==> config.mk <==
export PLATFORM = sky130hd
export DESIGN_NAME = hart_sched_flat
export DESIGN_NICKNAME = d
export VERILOG_FILES = /design/src/rtl/hart_sched_pkg.sv /design/src/rtl/hart_sched_if.sv /design/src/rtl/hart_sched_rr_pick.sv /design/src/rtl/hart_sched.sv /design/src/flat_wrapper.sv
export SDC_FILE = /design/constraint.sdc
export NUM_CORES = 1
export LEC_CHECK = 0
export CAP_MARGIN = 20
export CELL_PAD_IN_SITES_DETAIL_PLACEMENT = 0
export CELL_PAD_IN_SITES_GLOBAL_PLACEMENT = 1
export CORE_MARGIN = 2
export CORE_UTILIZATION = 23
export CTS_BUF_LIST = sky130_fd_sc_hd__clkbuf_2
export CTS_CLUSTER_SIZE = 14
export DETAILED_ROUTE_END_ITERATION = 8
export PLACE_DENSITY_LB_ADDON = 0.1
export SETUP_SLACK_MARGIN = 0.1
export SYNTH_ARGS = -nofsm -noshare
export SYNTH_HDL_FRONTEND = slang
export SYNTH_HIERARCHICAL = 1
export SYNTH_SLANG_ARGS = --single-unit
export TNS_END_PERCENT = 5
==> constraint.sdc <==
create_clock -name clk -period 3.7 [get_ports clk]
set_input_delay 0.555 -clock clk [delete_from_list [all_inputs] [get_ports clk]]
set_output_delay 0.555 -clock clk [all_outputs]
set_load 0.01 [all_outputs]
==> src/rtl/hart_sched_pkg.sv <==
// hart_sched_pkg: shared types and constants for the hart scheduler.
//  - hart_state_e : per-hart IDLE/ACTIVE/PEND state
//  - hart_next_state() : single-hart next-state rule with event priority
//    kill > refill > miss > start.
package hart_sched_pkg;

  localparam int HART_NUM     = 4;
  localparam int HART_ID_W    = 2;
  localparam int HART_STATE_W = 2;
  localparam int CNT_W        = 32;

  typedef enum logic [HART_STATE_W-1:0] {
    HART_STATE_IDLE   = 2'b00,
    HART_STATE_ACTIVE = 2'b01,
    HART_STATE_PEND   = 2'b10
  } hart_state_e;

  // Each event only applies when the hart is in the state it acts on, so an
  // ignored higher-priority event lets a lower one through.
  function automatic hart_state_e hart_next_state(input hart_state_e cur,
                                                  input logic kill,
                                                  input logic refill,
                                                  input logic miss,
                                                  input logic start);
    hart_state_e nx;
    nx = cur;
    if (kill && (cur != HART_STATE_IDLE)) begin
      nx = HART_STATE_IDLE;
    end else if (refill && (cur == HART_STATE_PEND)) begin
      nx = HART_STATE_ACTIVE;
    end else if (miss && (cur == HART_STATE_ACTIVE)) begin
      nx = HART_STATE_PEND;
    end else if (start && (cur == HART_STATE_IDLE)) begin
      nx = HART_STATE_ACTIVE;
    end else begin
      nx = cur;
    end
    return nx;
  endfunction

endpackage

==> src/rtl/hart_sched_if.sv <==
// hart_sched_if: bundle between the ID/I-cache side (master) and the hart
// scheduler (slave).
//  master drives: stall, hstart/hs_id, hkill/hk_id, cache_miss/cm_hart_id,
//                 refill_done/rf_hart_id
//  slave drives : hart_id, issue_en, hidle, hart_state, issue_cnt
interface hart_sched_if #(
  parameter int HART_NUM  = hart_sched_pkg::HART_NUM,
  parameter int HART_ID_W = hart_sched_pkg::HART_ID_W,
  parameter int CNT_W     = hart_sched_pkg::CNT_W
);
  logic                      stall;
  logic                      hstart;
  logic [HART_ID_W-1:0]      hs_id;
  logic                      hkill;
  logic [HART_ID_W-1:0]      hk_id;
  logic                      cache_miss;
  logic [HART_ID_W-1:0]      cm_hart_id;
  logic                      refill_done;
  logic [HART_ID_W-1:0]      rf_hart_id;
  logic [HART_ID_W-1:0]      hart_id;
  logic                      issue_en;
  logic                      hidle;
  logic [2*HART_NUM-1:0]     hart_state;
  logic [CNT_W*HART_NUM-1:0] issue_cnt;

  modport master (
    output stall, hstart, hs_id, hkill, hk_id, cache_miss, cm_hart_id,
           refill_done, rf_hart_id,
    input  hart_id, issue_en, hidle, hart_state, issue_cnt
  );

  modport slave (
    input  stall, hstart, hs_id, hkill, hk_id, cache_miss, cm_hart_id,
           refill_done, rf_hart_id,
    output hart_id, issue_en, hidle, hart_state, issue_cnt
  );
endinterface

==> src/rtl/hart_sched_rr_pick.sv <==
// hart_sched_rr_pick: combinational rotate-priority picker.
//  active_mask : one bit per hart, 1 = eligible
//  last_id     : hart issued last; search starts at last_id+1 and ends at last_id
//  next_id     : first eligible hart in that order (last_id when none)
//  valid       : at least one hart is eligible
module hart_sched_rr_pick #(
  parameter int HART_NUM  = 4,
  parameter int HART_ID_W = 2
) (
  input  logic [HART_NUM-1:0]  active_mask,
  input  logic [HART_ID_W-1:0] last_id,
  output logic [HART_ID_W-1:0] next_id,
  output logic                 valid
);

  logic [HART_ID_W-1:0] cand_s;

  // Walk from the farthest candidate down to the nearest so the nearest hit
  // wins; HART_NUM is a power of two so id truncation gives the modulo wrap.
  always_comb begin
    next_id = last_id;
    valid   = 1'b0;
    cand_s  = last_id;
    for (int k = HART_NUM; k >= 1; k--) begin
      cand_s  = last_id + HART_ID_W'(k);
      next_id = active_mask[cand_s] ? cand_s : next_id;
      valid   = valid | active_mask[cand_s];
    end
  end

endmodule

==> src/rtl/hart_sched.sv <==
// hart_sched: hart scheduler and state tracker for the barrel pipeline fetch side.
//  clk   : clock
//  reset : synchronous active-low reset (0 = reset)
//  bus   : hart_sched_if.slave -- start/kill requests, I-cache miss/refill
//          events and stall in; hart_id (registered), issue_en, hidle,
//          packed hart_state and issue_cnt out.
// Optional feature: define HART_ISSUE_CNT_EN to build per-hart issue counters;
// otherwise issue_cnt is tied to zero.
module hart_sched
  import hart_sched_pkg::*;
#(
  parameter int HART_NUM  = hart_sched_pkg::HART_NUM,
  parameter int HART_ID_W = hart_sched_pkg::HART_ID_W,
  parameter int CNT_W     = hart_sched_pkg::CNT_W
) (
  input logic        clk,
  input logic        reset,
  hart_sched_if.slave bus
);

  hart_state_e               state_r    [HART_NUM];
  hart_state_e               state_nx_s [HART_NUM];
  logic [HART_NUM-1:0]       kill_s;
  logic [HART_NUM-1:0]       active_nx_s;
  logic [HART_ID_W-1:0]      hart_id_r;
  logic [HART_ID_W-1:0]      pick_id_s;
  logic                      pick_valid_s;
  logic                      issue_en_s;
  logic [2*HART_NUM-1:0]     hart_state_s;
  logic [CNT_W*HART_NUM-1:0] issue_cnt_s;

  // Per-hart next state; start and kill are ignored during stall, miss/refill are not.
  always_comb begin
    for (int n = 0; n < HART_NUM; n++) begin
      kill_s[n] = bus.hkill & ~bus.stall & (bus.hk_id == HART_ID_W'(n)) &
                  (state_r[n] != HART_STATE_IDLE);
      state_nx_s[n] = hart_next_state(
        state_r[n],
        kill_s[n],
        bus.refill_done & (bus.rf_hart_id == HART_ID_W'(n)),
        bus.cache_miss  & (bus.cm_hart_id == HART_ID_W'(n)),
        bus.hstart & ~bus.stall & (bus.hs_id == HART_ID_W'(n)));
      active_nx_s[n] = (state_nx_s[n] == HART_STATE_ACTIVE);
    end
  end

  // Hart state register; after reset only hart 0 runs.
  always_ff @(posedge clk) begin
    if (!reset) begin
      for (int n = 0; n < HART_NUM; n++) begin
        state_r[n] <= (n == 0) ? HART_STATE_ACTIVE : HART_STATE_IDLE;
      end
    end else begin
      for (int n = 0; n < HART_NUM; n++) begin
        state_r[n] <= state_nx_s[n];
      end
    end
  end

  // Selection looks at next-state so a miss drops its hart immediately.
  hart_sched_rr_pick #(
    .HART_NUM  (HART_NUM),
    .HART_ID_W (HART_ID_W)
  ) u_pick (
    .active_mask (active_nx_s),
    .last_id     (hart_id_r),
    .next_id     (pick_id_s),
    .valid       (pick_valid_s)
  );

  // Issue pointer; holds on stall or when no hart will be active.
  always_ff @(posedge clk) begin
    if (!reset) begin
      hart_id_r <= {HART_ID_W{1'b0}};
    end else if (!bus.stall && pick_valid_s) begin
      hart_id_r <= pick_id_s;
    end else begin
      hart_id_r <= hart_id_r;
    end
  end

  // Pack per-hart states into the flat output vector.
  always_comb begin
    hart_state_s = {(2*HART_NUM){1'b0}};
    for (int n = 0; n < HART_NUM; n++) begin
      hart_state_s[2*n +: 2] = state_r[n];
    end
  end

  assign issue_en_s     = (state_r[hart_id_r] == HART_STATE_ACTIVE);
  assign bus.hart_id    = hart_id_r;
  assign bus.issue_en   = issue_en_s;
  assign bus.hidle      = (state_r[bus.hs_id] == HART_STATE_IDLE);
  assign bus.hart_state = hart_state_s;

`ifdef HART_ISSUE_CNT_EN
  logic [CNT_W-1:0] cnt_r [HART_NUM];

  // Issue counters; a kill clears the counter even if that hart issues this cycle.
  always_ff @(posedge clk) begin
    if (!reset) begin
      for (int n = 0; n < HART_NUM; n++) begin
        cnt_r[n] <= {CNT_W{1'b0}};
      end
    end else begin
      for (int n = 0; n < HART_NUM; n++) begin
        if (kill_s[n]) begin
          cnt_r[n] <= {CNT_W{1'b0}};
        end else if (!bus.stall && issue_en_s && (hart_id_r == HART_ID_W'(n))) begin
          cnt_r[n] <= cnt_r[n] + {{(CNT_W-1){1'b0}}, 1'b1};
        end else begin
          cnt_r[n] <= cnt_r[n];
        end
      end
    end
  end

  // Pack counters into the flat output vector.
  always_comb begin
    issue_cnt_s = {(CNT_W*HART_NUM){1'b0}};
    for (int n = 0; n < HART_NUM; n++) begin
      issue_cnt_s[CNT_W*n +: CNT_W] = cnt_r[n];
    end
  end
`else
  assign issue_cnt_s = {(CNT_W*HART_NUM){1'b0}};
`endif

  assign bus.issue_cnt = issue_cnt_s;

endmodule

==> src/flat_wrapper.sv <==
// flat-port wrapper written by rule: the top's interface ports become plain ports
module hart_sched_flat import hart_sched_pkg::*;
#(
  parameter int HART_NUM  = hart_sched_pkg::HART_NUM,
  parameter int HART_ID_W = hart_sched_pkg::HART_ID_W,
  parameter int CNT_W     = hart_sched_pkg::CNT_W
)
  (clk, reset, bus_stall, bus_hstart, bus_hs_id, bus_hkill, bus_hk_id, bus_cache_miss, bus_cm_hart_id, bus_refill_done, bus_rf_hart_id, bus_hart_id, bus_issue_en, bus_hidle, bus_hart_state, bus_issue_cnt);
  hart_sched_if #(.HART_NUM(HART_NUM), .HART_ID_W(HART_ID_W), .CNT_W(CNT_W)) bus_i ();
  input logic clk;
  input logic reset;
  input wire logic [$bits(bus_i.stall)-1:0] bus_stall;
  input wire logic [$bits(bus_i.hstart)-1:0] bus_hstart;
  input wire logic [$bits(bus_i.hs_id)-1:0] bus_hs_id;
  input wire logic [$bits(bus_i.hkill)-1:0] bus_hkill;
  input wire logic [$bits(bus_i.hk_id)-1:0] bus_hk_id;
  input wire logic [$bits(bus_i.cache_miss)-1:0] bus_cache_miss;
  input wire logic [$bits(bus_i.cm_hart_id)-1:0] bus_cm_hart_id;
  input wire logic [$bits(bus_i.refill_done)-1:0] bus_refill_done;
  input wire logic [$bits(bus_i.rf_hart_id)-1:0] bus_rf_hart_id;
  output wire logic [$bits(bus_i.hart_id)-1:0] bus_hart_id;
  output wire logic [$bits(bus_i.issue_en)-1:0] bus_issue_en;
  output wire logic [$bits(bus_i.hidle)-1:0] bus_hidle;
  output wire logic [$bits(bus_i.hart_state)-1:0] bus_hart_state;
  output wire logic [$bits(bus_i.issue_cnt)-1:0] bus_issue_cnt;
  assign bus_i.stall = bus_stall;
  assign bus_i.hstart = bus_hstart;
  assign bus_i.hs_id = bus_hs_id;
  assign bus_i.hkill = bus_hkill;
  assign bus_i.hk_id = bus_hk_id;
  assign bus_i.cache_miss = bus_cache_miss;
  assign bus_i.cm_hart_id = bus_cm_hart_id;
  assign bus_i.refill_done = bus_refill_done;
  assign bus_i.rf_hart_id = bus_rf_hart_id;
  assign bus_hart_id = bus_i.hart_id;
  assign bus_issue_en = bus_i.issue_en;
  assign bus_hidle = bus_i.hidle;
  assign bus_hart_state = bus_i.hart_state;
  assign bus_issue_cnt = bus_i.issue_cnt;
  hart_sched #(.HART_NUM(HART_NUM), .HART_ID_W(HART_ID_W), .CNT_W(CNT_W)) u_core (.clk(clk), .reset(reset), .bus(bus_i));
endmodule
# After elaboration in Yosys (flattened, before gate mapping)
# Memory sizes are Yosys's and may differ from the RTL's. A register that Yosys moved wholly into a read port is not among the register bits.
# Cells that the tools add are included.
[classes]
n_addsub = 3
n_mul = 0
n_div = 0
magnitude_cmp = 4
n_eq_ne = 25
n_shift = 0
n_mux = 35
n_bitwise = 30
n_reduce_logical = 33
[ops]
columns = ["op", "n"]
rows = [
  ["$mux 2", 25],
  ["$eq 2x1->1 const B", 13],
  ["$eq 2x2->1 const B", 12],
  ["$and 1x1->1", 22],
  ["$logic_not 2->1", 9],
  ["$logic_and 1x1->1", 17],
  ["$lt 2x3->1 const B", 4],
  ["$bmux 1 s2", 4],
  ["$reduce_bool 2->1", 4],
  ["$or 1x1->1", 7],
  ["$mux 1", 6],
  ["$add 2x2->2 const B", 2],
  ["$reduce_bool 3->1", 1],
  ["$add 2x1->2 const B", 1],
  ["$reduce_and 2->1", 1],
  ["$logic_not 1->1", 1],
  ["$not 1->1", 1],
]
[word_totals]
regBits = 2
latch_bits = 0
ram_bits = 8
rom_bits = 0
inputBits = 15
elab_cells = 132
memories = 1
[memory_table]
columns = ["name", "depth", "width", "rd", "rd_clocked_by_memory_dff", "wr", "line_no", "text"]
rows = [
  ["u_core.state_r", 4, 2, 6, 1, 4, "hart_sched.sv:21", "hart_state_e state_r [HART_NUM];"],
]

# Logic depth before layout (Yosys ltp)
[logic_depth]
depth_word = 18
mapped_depth = 9

# Cells and area by module
# The synthesis kept the hierarchy.
[by_module_without_submodules]
columns = ["module", "instances", "cells_each", "area_each_um2", "seq_area_each_um2"]
rows = [
  ["hart_sched", 1, 219, 1696.6, 240.2],
  ["hart_sched_rr_pick", 1, 14, 82.6, 0.0],
]

# Worst setup path after synthesis
# OpenSTA, ideal clock, no wires.
[synth_path]
path_type = "input to register"
from = "input port bus_hstart"
to = "register (tool-made name)"
setup_time_ns = 0.119
arrival_time_ns = 2.061
t_required_ns = 3.581
path_slack_ns = 1.520
stages = 8
path_buffers = 0
path_cell_list = "nor2b_2 a41oi_1 o21ai_0 o21a_1 or4_1 and2b_1 mux2i_1 nor2b_1"
[synth_lines]
columns = ["item", "line_no", "text"]
rows = [
  ["start, declared", "flat_wrapper.sv:13", "input wire logic [$bits(bus_i.hstart)-1:0] bus_hstart;"],
]

# Worst setup path after layout
[layout_path]
from = "input port bus_hs_id[0]"
to = "output port bus_hidle"
[layout_between]
elab_chain_cells = 2
[layout_lines]
columns = ["item", "line_no", "text"]
rows = [
  ["start, declared", "flat_wrapper.sv:14", "input wire logic [$bits(bus_i.hs_id)-1:0] bus_hs_id;"],
  ["$mem_v2 4x2", "-", ""],
  ["$logic_not 2->1", "hart_sched.sv:93", "assign bus.hidle = (state_r[bus.hs_id] == HART_STATE_IDLE);"],
  ["end, declared", "flat_wrapper.sv:23", "output wire logic [$bits(bus_i.hidle)-1:0] bus_hidle;"],
]
# Every way passes these cells.

==> flow_summary.ini <==
[sta]
rsz0062_at_grt = false
max_freq_ghz = 0.359
fin_worst_skew_ns = 0.0151
post-route-period-util_pct = 75.3
maxSlewViolCount = 0
setup_violations = 0
tns_ns = 0
timing.hold.ws_ns = 0.598
finalCriticalPeriod_ns = 2.79
finalHoldViolCount = 0

[detailed_routing]
drt_iter0_drc = 58
vias = 1226
routed_via_density = 3.37
drtAntennaViolNets = 0
wl_microns = 3520
firstDrtPassIters = 4
drc = 0
wl_per_cell_microns = 9.68

[clocking]
cts_repair_resize_count = 0
post_cts_buffers = 0
clock_latency_ns = 0.28
clk_pin_slew_worst_paths_ns = 0.13
htree_levels = 1
cts_tree = done
cts_hold_buf = 0
cts_sinks = 12
cts-buffers-inserted = 3
clockBufferDepth = 2
ctsRootBufferMaster = clkbuf_2

[placement]
place_hpwl_microns = 2980
port-buffer-count = 26
place_inst = 360
gp_congestion = 0.739

[finish]
layout_common_cells = conb_1, clkdlybuf4s50_1, nor2_1, dfxtp_1, nor3_1
fin_cells = 364
final_common_cell = conb_1
diodes = 0
drive_gt1_share_pct = 3.82
fill_cells = 869
fin_util_pct = 22.4
area_growth_syn_to_layout_pct = -4.36
layout.nets = 278

[pwr]
irDropWorstVdd_mv = 0.0626
cellPowerDensity_nw_per_um2 = 218
p_leak_nw = 0.793
finalPower_mw = 0.370

[logic_synthesis]
synthDistinctLibCells = 38
synth_edf_count = 0
avgSynthCellArea_sq_um = 7.64
ys.flop_type = dfxtp_1
seq_area_frac_synth_pct = 13.5
ys_warn_count = 6
synthArstFlopShare_pct = 0
synth-seq-cells = 12
synthCells = 233
synth_area_sq_um = 1780

[global_routing]
antenna_found_initial = 0
grt_pass1_wl_microns = 4930
grt_pass1_vias = 960
grt_usage_pct = 7.45
grt_max_degree = 10
overflow = 0

[setup_path]
crit_type = primary input to output port
r2r_slack_ns = 1.50
slowest_delay_ns = 0.55
crit_required_ns = 3.14
cp_slowest_cell = clkdlybuf4s50_1
cp_max_fo = 7
start_kind = primary input
path_cells = clkdlybuf4s50_1 > nor3_1 > a21oi_1 > a21oi_1 > clkdlybuf4s50_1
timing.rr.start = u_core/state_r[0][0]$_SDFF_PN1_
cp.arrival_ns = 2.23
crit_family = buffers and inverters
cp_num_buf_inv = 2
rr_worst_depth = 8
critPathCaptureType = output port

[floorplan]
die_y_microns = 92.0
core_sq_um = 7610
initial_core_util_pct = 23.4
row_count = 32
die_w_microns = 92.0
fp.dieArea_sq_um = 8450
io_pins = 155

[hold_path]
hp-start = u_core/state_r[1][1]$_SDFF_PN0_
min_path_cells = 2
hold_end = u_core/state_r[1][0]$_SDFF_PN0_
hold_class = flip-flop to flip-flop

[outcome]
status = complete, no violations

[run]
drv_cap = 0
## stage by stage
stage          worst slack, ns  instance area, sq um
3_5_place_dp             0.837                  1680
5_1_grt                  0.752                  1700
3_3_place_gp             0.753                  1680
6_report                 0.913                  1700
2_1_floorplan             1.52                  2260
4_1_cts                  0.914                  1700
## per-layer routing
metal  global-route usage [%]  routed length (microns)
met4                     2.86                       48
met2                     13.1                     1790
met5                        0                        0
met3                     1.64                      332
met1                     8.80                     1350
## logic make-up after synthesis
logic type	count (synthesis)	share of synthesized area (%)
AO/OA/AOI/OAI	28	10.1
flip-flops	12	13.5
multiplexers	3	1.69
AND/OR/NAND/NOR	56	19.5
buffers and inverters	133	55.1
other	1	0.211
## report_power, final
part           internal [mW]  switching [mW]
clock                 0.0235          0.0499
sequential             0.136          0.0112
combinational         0.0494           0.101
total                  0.208           0.162
## how the worst max path moves through the flow
stage | startpoint | to | cells past startpoint | slack (ns)
4_1_cts | bus_hs_id[0] | bus_hidle | 5 | 0.91
3_5_place_dp | bus_stall | flip-flop | 9 | 0.84
2_1_floorplan | bus_hstart | flip-flop | 8 | 1.52
6_report | bus_hs_id[0] | bus_hidle | 5 | 0.91
5_1_grt | bus_hs_id[0] | bus_hidle | 5 | 0.75
3_3_place_gp | bus_hs_id[0] | flip-flop | 8 | 0.75
## Yosys cell counts, types with 2 or more instances
master | number | area [sq um]
a21oi_1 | 8 | 40.0
nand2b_1 | 5 | 31.3
nor2_1 | 12 | 45.0
nor3b_1 | 3 | 22.5
o21ai_0 | 5 | 25.0
a31oi_1 | 4 | 25.0
nor2b_1 | 4 | 25.0
a211oi_1 | 2 | 15.0
buf_4 | 128 | 961
inv_1 | 5 | 18.8
nand3b_1 | 2 | 15.0
nand2_1 | 8 | 30.0
nor3_1 | 9 | 45.0
dfxtp_1 | 12 | 240
mux2i_1 | 3 | 30.0
## layout make-up
| class | instances | area, sq um | area share [%] |
|---|---|---|---|
| Clock buffer | 3 | 15.0 | 0.882 |
| Clock inverter | 1 | 3.75 | 0.221 |
| Inverter | 5 | 18.8 | 1.10 |
| Multi-Input combinational cell | 215 | 1040 | 60.9 |
| Sequential cell | 12 | 240 | 14.1 |
| Tap cell | 102 | 128 | 7.50 |
| Timing Repair Buffer | 26 | 260 | 15.3 |
## tightest hold or removal path, stage by stage, from the launching register on
cell and delay [ns]:
dfxtp_1 0.38, nor2_1 0.14, nor3_2 0.05
Power figures use the tool's default switching activity.
